File: config.mk
export PLATFORM = sky130hd
export DESIGN_NAME = fetch_prefetch_queue
export DESIGN_NICKNAME = d
export VERILOG_FILES = /design/src/rtl/fetch_prefetch_queue.sv
export SDC_FILE = /design/constraint.sdc
export NUM_CORES = 1
export LEC_CHECK = 0
export BUFFER_PORTS_ARGS = -buffer_cell sky130_fd_sc_hd__buf_4
export CORE_UTILIZATION = 42
export CTS_BUF_LIST = sky130_fd_sc_hd__clkbuf_8
export DETAILED_ROUTE_END_ITERATION = 10
export GPL_TIMING_DRIVEN = 0
export PLACE_DENSITY = 0.66
export SLEW_MARGIN = 15
export SYNTH_ARGS = -nofsm -noshare
export SYNTH_HDL_FRONTEND = slang
export SYNTH_SLANG_ARGS = --single-unit
File: constraint.sdc
create_clock -name clk -period 4.5 [get_ports clk]
set_input_delay 0.45 -clock clk [delete_from_list [all_inputs] [get_ports clk]]
set_output_delay 0.45 -clock clk [all_outputs]
set_load 0.005 [all_outputs]
File: src/rtl/fetch_prefetch_queue.sv
// Prefetching fetch front-end: issues sequential word fetches under a credit limit,
// buffers in-order responses in a small FIFO and presents one instruction per cycle.
module fetch_prefetch_queue #(
    parameter int          DEPTH    = 4,
    parameter logic [31:0] RESET_PC = 32'h0000_0000
) (
    input  logic        clk,
    input  logic        rst,
    output logic        imem_req_valid,
    output logic [31:0] imem_req_addr,
    input  logic        imem_req_ready,
    input  logic        imem_rsp_valid,
    input  logic [31:0] imem_rsp_data,
    input  logic        redirect_valid,
    input  logic [31:0] redirect_pc,
    input  logic        stall,
    output logic        instr_valid,
    output logic [31:0] instr,
    output logic [31:0] pc,
    output logic [31:0] pc_inc
);

    localparam int AW = $clog2(DEPTH);
    localparam int CW = AW + 1;
    localparam logic [CW:0] LIMIT = (CW + 1)'(DEPTH);

    logic [31:0]   fetch_pc;
    logic [31:0]   fifo_pc    [DEPTH];
    logic [31:0]   fifo_instr [DEPTH];
    logic [31:0]   tag_pc     [DEPTH];
    logic [AW-1:0] rd_ptr, wr_ptr, tag_rd, tag_wr;
    logic [CW-1:0] count, outstanding, drop;
    logic [CW:0]   in_use;
    logic          has_head, req_fire, rsp_ok, push, pop;

    // Request handshake: a request transfers in any cycle where imem_req_valid and
    // imem_req_ready are both high; valid never depends on ready.
    always_comb begin
        in_use         = {1'b0, count} + {1'b0, outstanding};
        has_head       = rst && (count != '0);
        imem_req_valid = rst && (in_use < LIMIT) && !redirect_valid;
        imem_req_addr  = fetch_pc;
        instr_valid    = has_head && !redirect_valid;
        instr          = has_head ? fifo_instr[rd_ptr] : 32'h0;
        pc             = has_head ? fifo_pc[rd_ptr] : 32'h0;
        pc_inc         = has_head ? fifo_pc[rd_ptr] + 32'd4 : 32'h0;
        req_fire       = imem_req_valid && imem_req_ready;
        rsp_ok         = imem_rsp_valid && (outstanding != '0);
        push           = rsp_ok && (drop == '0) && !redirect_valid;
        pop            = instr_valid && !stall;
    end

    always_ff @(posedge clk) begin
        if (!rst) begin
            fetch_pc    <= RESET_PC;
            rd_ptr      <= '0;
            wr_ptr      <= '0;
            tag_rd      <= '0;
            tag_wr      <= '0;
            count       <= '0;
            outstanding <= '0;
            drop        <= '0;
        end else begin
            // Tags retire on every response, including the ones being dropped.
            if (req_fire) begin
                tag_pc[tag_wr] <= fetch_pc;
                tag_wr         <= tag_wr + 1'b1;
            end
            if (rsp_ok) tag_rd <= tag_rd + 1'b1;
            if (push) begin
                fifo_pc[wr_ptr]    <= tag_pc[tag_rd];
                fifo_instr[wr_ptr] <= imem_rsp_data;
                wr_ptr             <= wr_ptr + 1'b1;
            end
            outstanding <= outstanding + CW'(req_fire) - CW'(rsp_ok);
            if (redirect_valid) begin
                fetch_pc <= redirect_pc;
                count    <= '0;
                rd_ptr   <= wr_ptr;
                drop     <= outstanding - CW'(rsp_ok);
            end else begin
                if (req_fire) fetch_pc <= fetch_pc + 32'd4;
                if (pop) rd_ptr <= rd_ptr + 1'b1;
                count <= count + CW'(push) - CW'(pop);
                if (rsp_ok && (drop != '0)) drop <= drop - 1'b1;
            end
        end
    end

    always_ff @(posedge clk) begin
        if (rst && imem_rsp_valid)
            assert (outstanding != '0) else $error("imem response with no outstanding request");
    end

endmodule

==> results of run 1 <==
## where the power goes
part	total (uW)	internal (uW)	leakage, uW	switching [uW]
Clock	3100	1600	0.000760	1490
Combinational	1140	532	0.00285	612
Sequential	4760	4660	0.00392	103
Total	9000	6800	0.00753	2210
## what timing repair did
item | CTS | global route
endpoints found under the hold margin | 5 | 0
hold buffers | 2 | 0
buffers inserted | 0 | 0
## final cells by class
cell class / instances / area, sq um
clock buffer: 79 / 1090
tap: 539 / 674
multi-input combinational: 538 / 5110
fill: 3480 / 20400
clock inverter: 47 / 193
sequential: 437 / 12600
inverter: 28 / 105
timing repair buffer: 209 / 1710
buffer: 57 / 263
## flip-flops by register name, indices dropped and copies added (netlist names), named ones only
| name | flops |
|---|---|
| drop | 3 |
| tag_wr | 2 |
| fifo_pc | 128 |
| outstanding | 3 |
| tag_pc | 128 |
| tag_rd | 2 |
| imem_req_addr | 32 |
| wr_ptr | 2 |
| rd_ptr | 2 |
| fifo_instr | 128 |
| count | 3 |
## cells in the mapped netlist, types with 3 or more instances
cell type    n  area share (%)
xor2_1       5            0.24
dfxtp_1     53             5.9
or4_1        7            0.29
a31oi_1      5            0.17
nand2_1     42            0.87
and2_1      68             2.4
clkbuf_1    34            0.71
mux4_2      82              10
mux2i_1      7            0.39
edfxtp_1   384              64
nand4_1      9            0.31
buf_4        4            0.17
o31a_1       3            0.15
nor3_1      15            0.42
and4_1       7            0.34
or3_1       10            0.35
a22oi_1      3            0.12
xnor2_1     30             1.5
nor2_1      64             1.3
buf_1        9            0.19
a21oi_1     23            0.64
mux4_1      14             2.0
nor3b_1      3            0.12
mux2_2      10            0.62
o21ai_0     20            0.55
nand3_1     17            0.47
buf_2        8            0.22
nor4_1      12            0.42
a211oi_1    11            0.46
ha_1        20             1.4
and3_1      15            0.52
inv_1       27            0.56
## worst min path at each step
stage               slack [ns]                end
global route              0.01   fifo_instr[0][5]
finish                    0.05  fifo_instr[3][19]
CTS                      0.007  fifo_instr[2][24]
detailed placement        0.49          tag_wr[1]
floorplan                 0.47          tag_wr[1]
global placement          0.48          tag_wr[1]
## cell families (layout without fill, tap and decap cells)
| kind of cell | after synthesis | count (layout) | synth area share [%] |
|---|---|---|---|
| buf+inv | 85 | 420 | 2.04 |
| flops | 437 | 437 | 69.8 |
| compound gates | 85 | 85 | 3.02 |
| fa+ha+maj | 22 | 22 | 1.61 |
| xor+xnor | 35 | 35 | 1.70 |
| simple gates | 282 | 282 | 8.47 |
| mux | 114 | 114 | 13.4 |
## metrics by stage
step,setup slack (ns),hold WS (ns),power (uW)
CTS,0.171,0.00661,9110
floorplan,1.40,0.469,5570
detailed placement,0.844,0.485,6000
global route,0.0181,0.0148,9390
finish,0.284,0.0505,9000
global placement,-0.337,0.480,5960
## metal layers
metal / up-vias / GRT usage, % / part of all wire [%]
li1: 4740 / - / -
met1: 5180 / 26.5 / 44
met2: 419 / 29.3 / 45
met3: 86 / 4.64 / 7.4
met4: 0 / 6.87 / 2.7
met5: - / 0 / 0
==> results.sh, run 1 <==
export IMPL_status="finished clean"
export IMPL_fin_cells=1934
export IMPL_drtIter0Drc=751
export IMPL_clock_sinks=437
export IMPL_die_h_microns=209
export IMPL_cpMostUsedCell="buf_2"
export IMPL_vdd_ir_drop_max_mv=0.181
export IMPL_core_sq_um=42100
export IMPL_powerDensity_nw_per_um2=414
export IMPL_num_rows=75
export IMPL_dp_final_hpwl_microns=27600
export IMPL_cp_num_buf_inv=3
export IMPL_cts_buffer_depth=3
export IMPL_antennaDiodeCount=0
export IMPL_timing_max_cap_violations=0
export IMPL_synth_warnings=0
export IMPL_vias_per_cell=5.39
export IMPL_path_delay_family="simple AND/OR/NAND/NOR gates"
export IMPL_critPathCapture="pc_inc[28]"
export IMPL_cts_buffers=72
export IMPL_setup_viol=0
export IMPL_finalMaxSlewViolations=0
export IMPL_async_reset_ff_share_pct=0
export IMPL_r2r_setup_slack_ns=0.94
export IMPL_antenna_left=0
export IMPL_dpl_cell_area_sq_um=20400
export IMPL_synth_edf_count=384
export IMPL_num_vias=10400
export IMPL_p_leak_uw=0.00753
export IMPL_synth_seq_cells=437
export IMPL_r2r_cells=14
export IMPL_worst_setup_path_end_kind="output port"
export IMPL_ctsHtreeMaxLevel=3
export IMPL_period_needed_ns=4.22
export IMPL_routed_wl_microns=41000
export IMPL_grt_antenna_before_repair=0
export IMPL_hold_depth=1
export IMPL_firstDrtPassIters=5
export IMPL_clk_latency_ns=0.61
export IMPL_routedWlPerCell_microns=21.2
export IMPL_syn_nets=1152
export IMPL_rr_endpoint="outstanding[2]"
export IMPL_gp_congestion=0.887
export IMPL_setup_tns_ns=0
export IMPL_worstPathCellList="buf_2 > mux4_1 > ha_1 > nand4_4 > or3_1 > buf_2 > or4_4 > mux2_4 > buf_4"
export IMPL_grt_use_total_pct=19.1
export IMPL_path_class="reg -> out"
export IMPL_ioPinCount=200
export IMPL_grt_pass1_wl_microns=62900
export IMPL_ys_types=61
export IMPL_rsz0062_at_grt="no"
export IMPL_cts_root_buffer="clkbuf_8"
export IMPL_maxSlewHeadroom_pct=41.7
export IMPL_finalInstanceArea_sq_um=21700
export IMPL_synth_cells=1060
export IMPL_max_freq_ghz=0.237
export IMPL_min_delay_start="imem_rsp_data[19]"
export IMPL_cp_depth=9
export IMPL_ys_seq_area_share_pct=69.8
export IMPL_fin_skew_ns=0.0214
export IMPL_synth_top_flop_cell="edfxtp_1"
export IMPL_rr_startpoint="outstanding[2]"
export IMPL_grt_max_degree=49
export IMPL_final_util_pct=51.6
export IMPL_clk_pin_slew_ns=0.06
export IMPL_die_area_sq_um=43800
export IMPL_cp_required_ns=4.05
export IMPL_crit_arrival_ns=3.77
export IMPL_worst_path_max_delay_cell="or4_4"
export IMPL_drive_gt1_share_pct=29.8
export IMPL_nNetsFinal=1435
export IMPL_synth_area_per_cell_sq_um=17.0
export IMPL_area_growth_pct=20.5
export IMPL_synth_cell_area_sq_um=18000
export IMPL_mostFrequentLayoutCell="edfxtp_1"
export IMPL_crit_path_max_fanout=10
export IMPL_hold_class="in -> reg"
export IMPL_die_w_microns=209
export IMPL_dp_cells=1806
export IMPL_post_cts_resized=0
export IMPL_grt_remaining_overflow=0
export IMPL_final_cell_mix="edfxtp_1, buf_4, mux4_2, clkbuf_8"
export IMPL_cts_tree="yes"
export IMPL_grt_pass1_vias=10700
export IMPL_drc=0
export IMPL_min_period_over_period_pct=93.7
export IMPL_numPortBuffers=199
export IMPL_slowest_delay_ns=0.53
export IMPL_worst_slew_pin_slew_ns=0.874
export IMPL_startpoint_type="register"
export IMPL_start_util_pct=42.8
export IMPL_hold_viol=0
(Power assumes the default switching activity.)
==> inputs of run 2 (changes only) <==
--- a/config.mk
+++ b/config.mk
@@ -6,11 +6,13 @@
 export NUM_CORES = 1
 export LEC_CHECK = 0
 export BUFFER_PORTS_ARGS = -buffer_cell sky130_fd_sc_hd__buf_4
+export CELL_PAD_IN_SITES_DETAIL_PLACEMENT = 1
+export CELL_PAD_IN_SITES_GLOBAL_PLACEMENT = 1
 export CORE_UTILIZATION = 42
 export CTS_BUF_LIST = sky130_fd_sc_hd__clkbuf_8
 export DETAILED_ROUTE_END_ITERATION = 10
 export GPL_TIMING_DRIVEN = 0
-export PLACE_DENSITY = 0.66
+export PLACE_DENSITY = 0.75
 export SLEW_MARGIN = 15
 export SYNTH_ARGS = -nofsm -noshare
 export SYNTH_HDL_FRONTEND = slang
==> run 2 against run 1 <==
Setup slack gained 0.040 ns. Highest routed layer unchanged. Core utilization grew 0.41 points. Power grew 4.8%. Design area grew 0.79%. Critical path type unchanged. Sequential share of layout area shrank 0.45 points. Fmax grew 0.95%. Die area is the same. Largest cell class unchanged. Clock-buffer cell count grew 2.
==> results.sh, run 2 (same netlist as run 1, synthesis figures left out) <==
export IMPL_path_delay_family="simple AND/OR/NAND/NOR gates"
export IMPL_hold_end="fifo_instr[2][29]"
export IMPL_crit_arrival_ns=3.73
export IMPL_dp_slack_ns=0.744
export IMPL_grt_pass1_vias=11600
export IMPL_num_rows=75
export IMPL_nNetsFinal=1434
export IMPL_routedWlPerCell_microns=23.6
export IMPL_powerDensity_nw_per_um2=431
export IMPL_multi_input_area_sq_um=5110
export IMPL_min_delay_start="imem_rsp_data[29]"
export IMPL_grt_pass1_wl_microns=70100
export IMPL_seq_area_sq_um=12600
export IMPL_die_h_microns=209
export IMPL_drtIter0Drc=738
export IMPL_drive_gt1_share_pct=30.4
export IMPL_fillers=4074
export IMPL_r2r_setup_slack_ns=0.80
export IMPL_cts_root_buffer="clkbuf_8"
export IMPL_crit_path_max_fanout=10
export IMPL_maxSlewHeadroom_pct=41.5
export IMPL_p_leak_uw=0.00760
export IMPL_r2r_cells=14
export IMPL_min_period_over_period_pct=92.8
export IMPL_cpMostUsedCell="buf_2"
export IMPL_numPortBuffers=199
export IMPL_vias_per_cell=5.51
export IMPL_cp_num_buf_inv=3
export IMPL_path_class="reg -> out"
export IMPL_timing_max_cap_violations=0
export IMPL_slowest_delay_ns=0.53
export IMPL_status="finished clean"
export IMPL_cts_buffer_depth=3
export IMPL_start_util_pct=42.8
export IMPL_vdd_ir_drop_max_mv=0.202
export IMPL_hold_viol=0
export IMPL_routed_wl_microns=45600
export IMPL_final_util_pct=52.0
export IMPL_ioPinCount=200
export IMPL_fin_cells=1936
export IMPL_dp_cells=1806
export IMPL_fin_skew_ns=0.0261
export IMPL_area_growth_pct=21.4
export IMPL_rr_startpoint="outstanding[2]"
export IMPL_num_vias=10700
export IMPL_setup_viol=0
export IMPL_dp_final_hpwl_microns=31400
export IMPL_gp_congestion=0.836
export IMPL_antenna_left=0
export IMPL_die_area_sq_um=43800
export IMPL_clock_sinks=437
export IMPL_ctsHtreeMaxLevel=3
export IMPL_core_sq_um=42100
export IMPL_period_needed_ns=4.18
export IMPL_reg_top3="fifo_instr x128, fifo_pc x128, tag_pc x128"
export IMPL_die_w_microns=209
export IMPL_firstDrtPassIters=5
export IMPL_cts_tree="yes"
export IMPL_clk_latency_ns=0.61
export IMPL_grt_antenna_before_repair=0
export IMPL_layout_setup_ws_ns=0.324
export IMPL_mostFrequentLayoutCell="edfxtp_1"
export IMPL_worst_slew_pin_slew_ns=0.877
export IMPL_worst_setup_path_end_kind="output port"
export IMPL_final_cell_mix="edfxtp_1, buf_4, mux4_2, clkbuf_8"
export IMPL_finalInstanceArea_sq_um=21900
export IMPL_grt_max_degree=45
export IMPL_clk_pin_slew_ns=0.07
export IMPL_hold_depth=1
export IMPL_rr_endpoint="outstanding[2]"
export IMPL_cts_setup_buffers=0
export IMPL_startpoint_type="register"
export IMPL_cts_buffers=73
export IMPL_max_freq_ghz=0.239
export IMPL_rsz0062_at_grt="no"
export IMPL_antennaDiodeCount=0
export IMPL_finalMaxSlewViolations=0
export IMPL_cp_required_ns=4.05
export IMPL_hold_class="in -> reg"
export IMPL_grt_remaining_overflow=0
export IMPL_worstPathCellList="buf_2 > mux4_1 > ha_1 > nand4_4 > or3_1 > buf_2 > or4_4 > mux2_4 > buf_4"
export IMPL_worst_path_max_delay_cell="or4_4"
export IMPL_drc=0
export IMPL_grt_use_total_pct=21.3
export IMPL_dpl_cell_area_sq_um=20400
## run 2: cell count changes in the layout (fill, tap and decap cells not counted), moves of 2 or more
cell       delta
clkinv_2      +2
clkbuf_8      +2
inv_1         -6
bufinv_16     +5
buf_12        -2
buf_16        +2
## run 2: through the flow
| stage | hold WS (ns) | total power [uW] | setup TNS (ns) |
|---|---|---|---|
| floorplan | 0.469 | 5570 | 0 |
| CTS | 0.000433 | 9540 | 0 |
| global route | 0.00753 | 9790 | 0 |
| detailed placement | 0.511 | 6030 | 0 |
| finish | 0.0479 | 9430 | 0 |
| global placement | 0.484 | 5960 | -65.73 |
## run 2: power breakdown
group / leakage, uW / internal [uW] / total, uW / switching (uW)
combinational: 0.00286 / 532 / 1170 / 633
clock: 0.000827 / 1940 / 3500 / 1560
sequential: 0.00392 / 4660 / 4770 / 107
total: 0.00760 / 7130 / 9430 / 2300
## run 2: worst max path at each step
stage / cells past startpoint / slack [ns] / endpoint / startpoint
detailed placement: 14 / 0.74 / outstanding[2] / rst
global placement: 4 / -0.29 / fifo_instr[3][26] / rst
floorplan: 4 / 1.40 / fifo_instr[0][0] / imem_rsp_valid
global route: 9 / 0.14 / pc_inc[28] / register
finish: 9 / 0.32 / pc_inc[28] / register
CTS: 9 / 0.16 / pc_inc[31] / register
## run 2: what timing repair did
item / CTS / global route
resized for setup: 0 / 0
setup endpoints to repair: 0 / 1
endpoints found under the hold margin: 3 / 0
hold buffers: 1 / 0
## run 2: metal layers
metal | global-route usage [%] | up-vias | wire [microns]
met5 | 0 | - | 0
met4 | 6.92 | 0 | 1190
met3 | 4.44 | 88 | 2780
met2 | 36.0 | 364 | 22400
met1 | 27.5 | 5474 | 19300
li1 | - | 4735 | -
## run 2: layout make-up
| type | count | area share [%] |
|---|---|---|
| clock buffers | 81 | 5.09 |
| repair buffers | 208 | 7.84 |
| clock inverters | 49 | 1.53 |
| flip-flops and latches | 437 | 57.5 |
| multi-input cells | 538 | 23.3 |
| plain buffers | 56 | 1.18 |
| inverters | 28 | 0.480 |
| well taps | 539 | 3.08 |
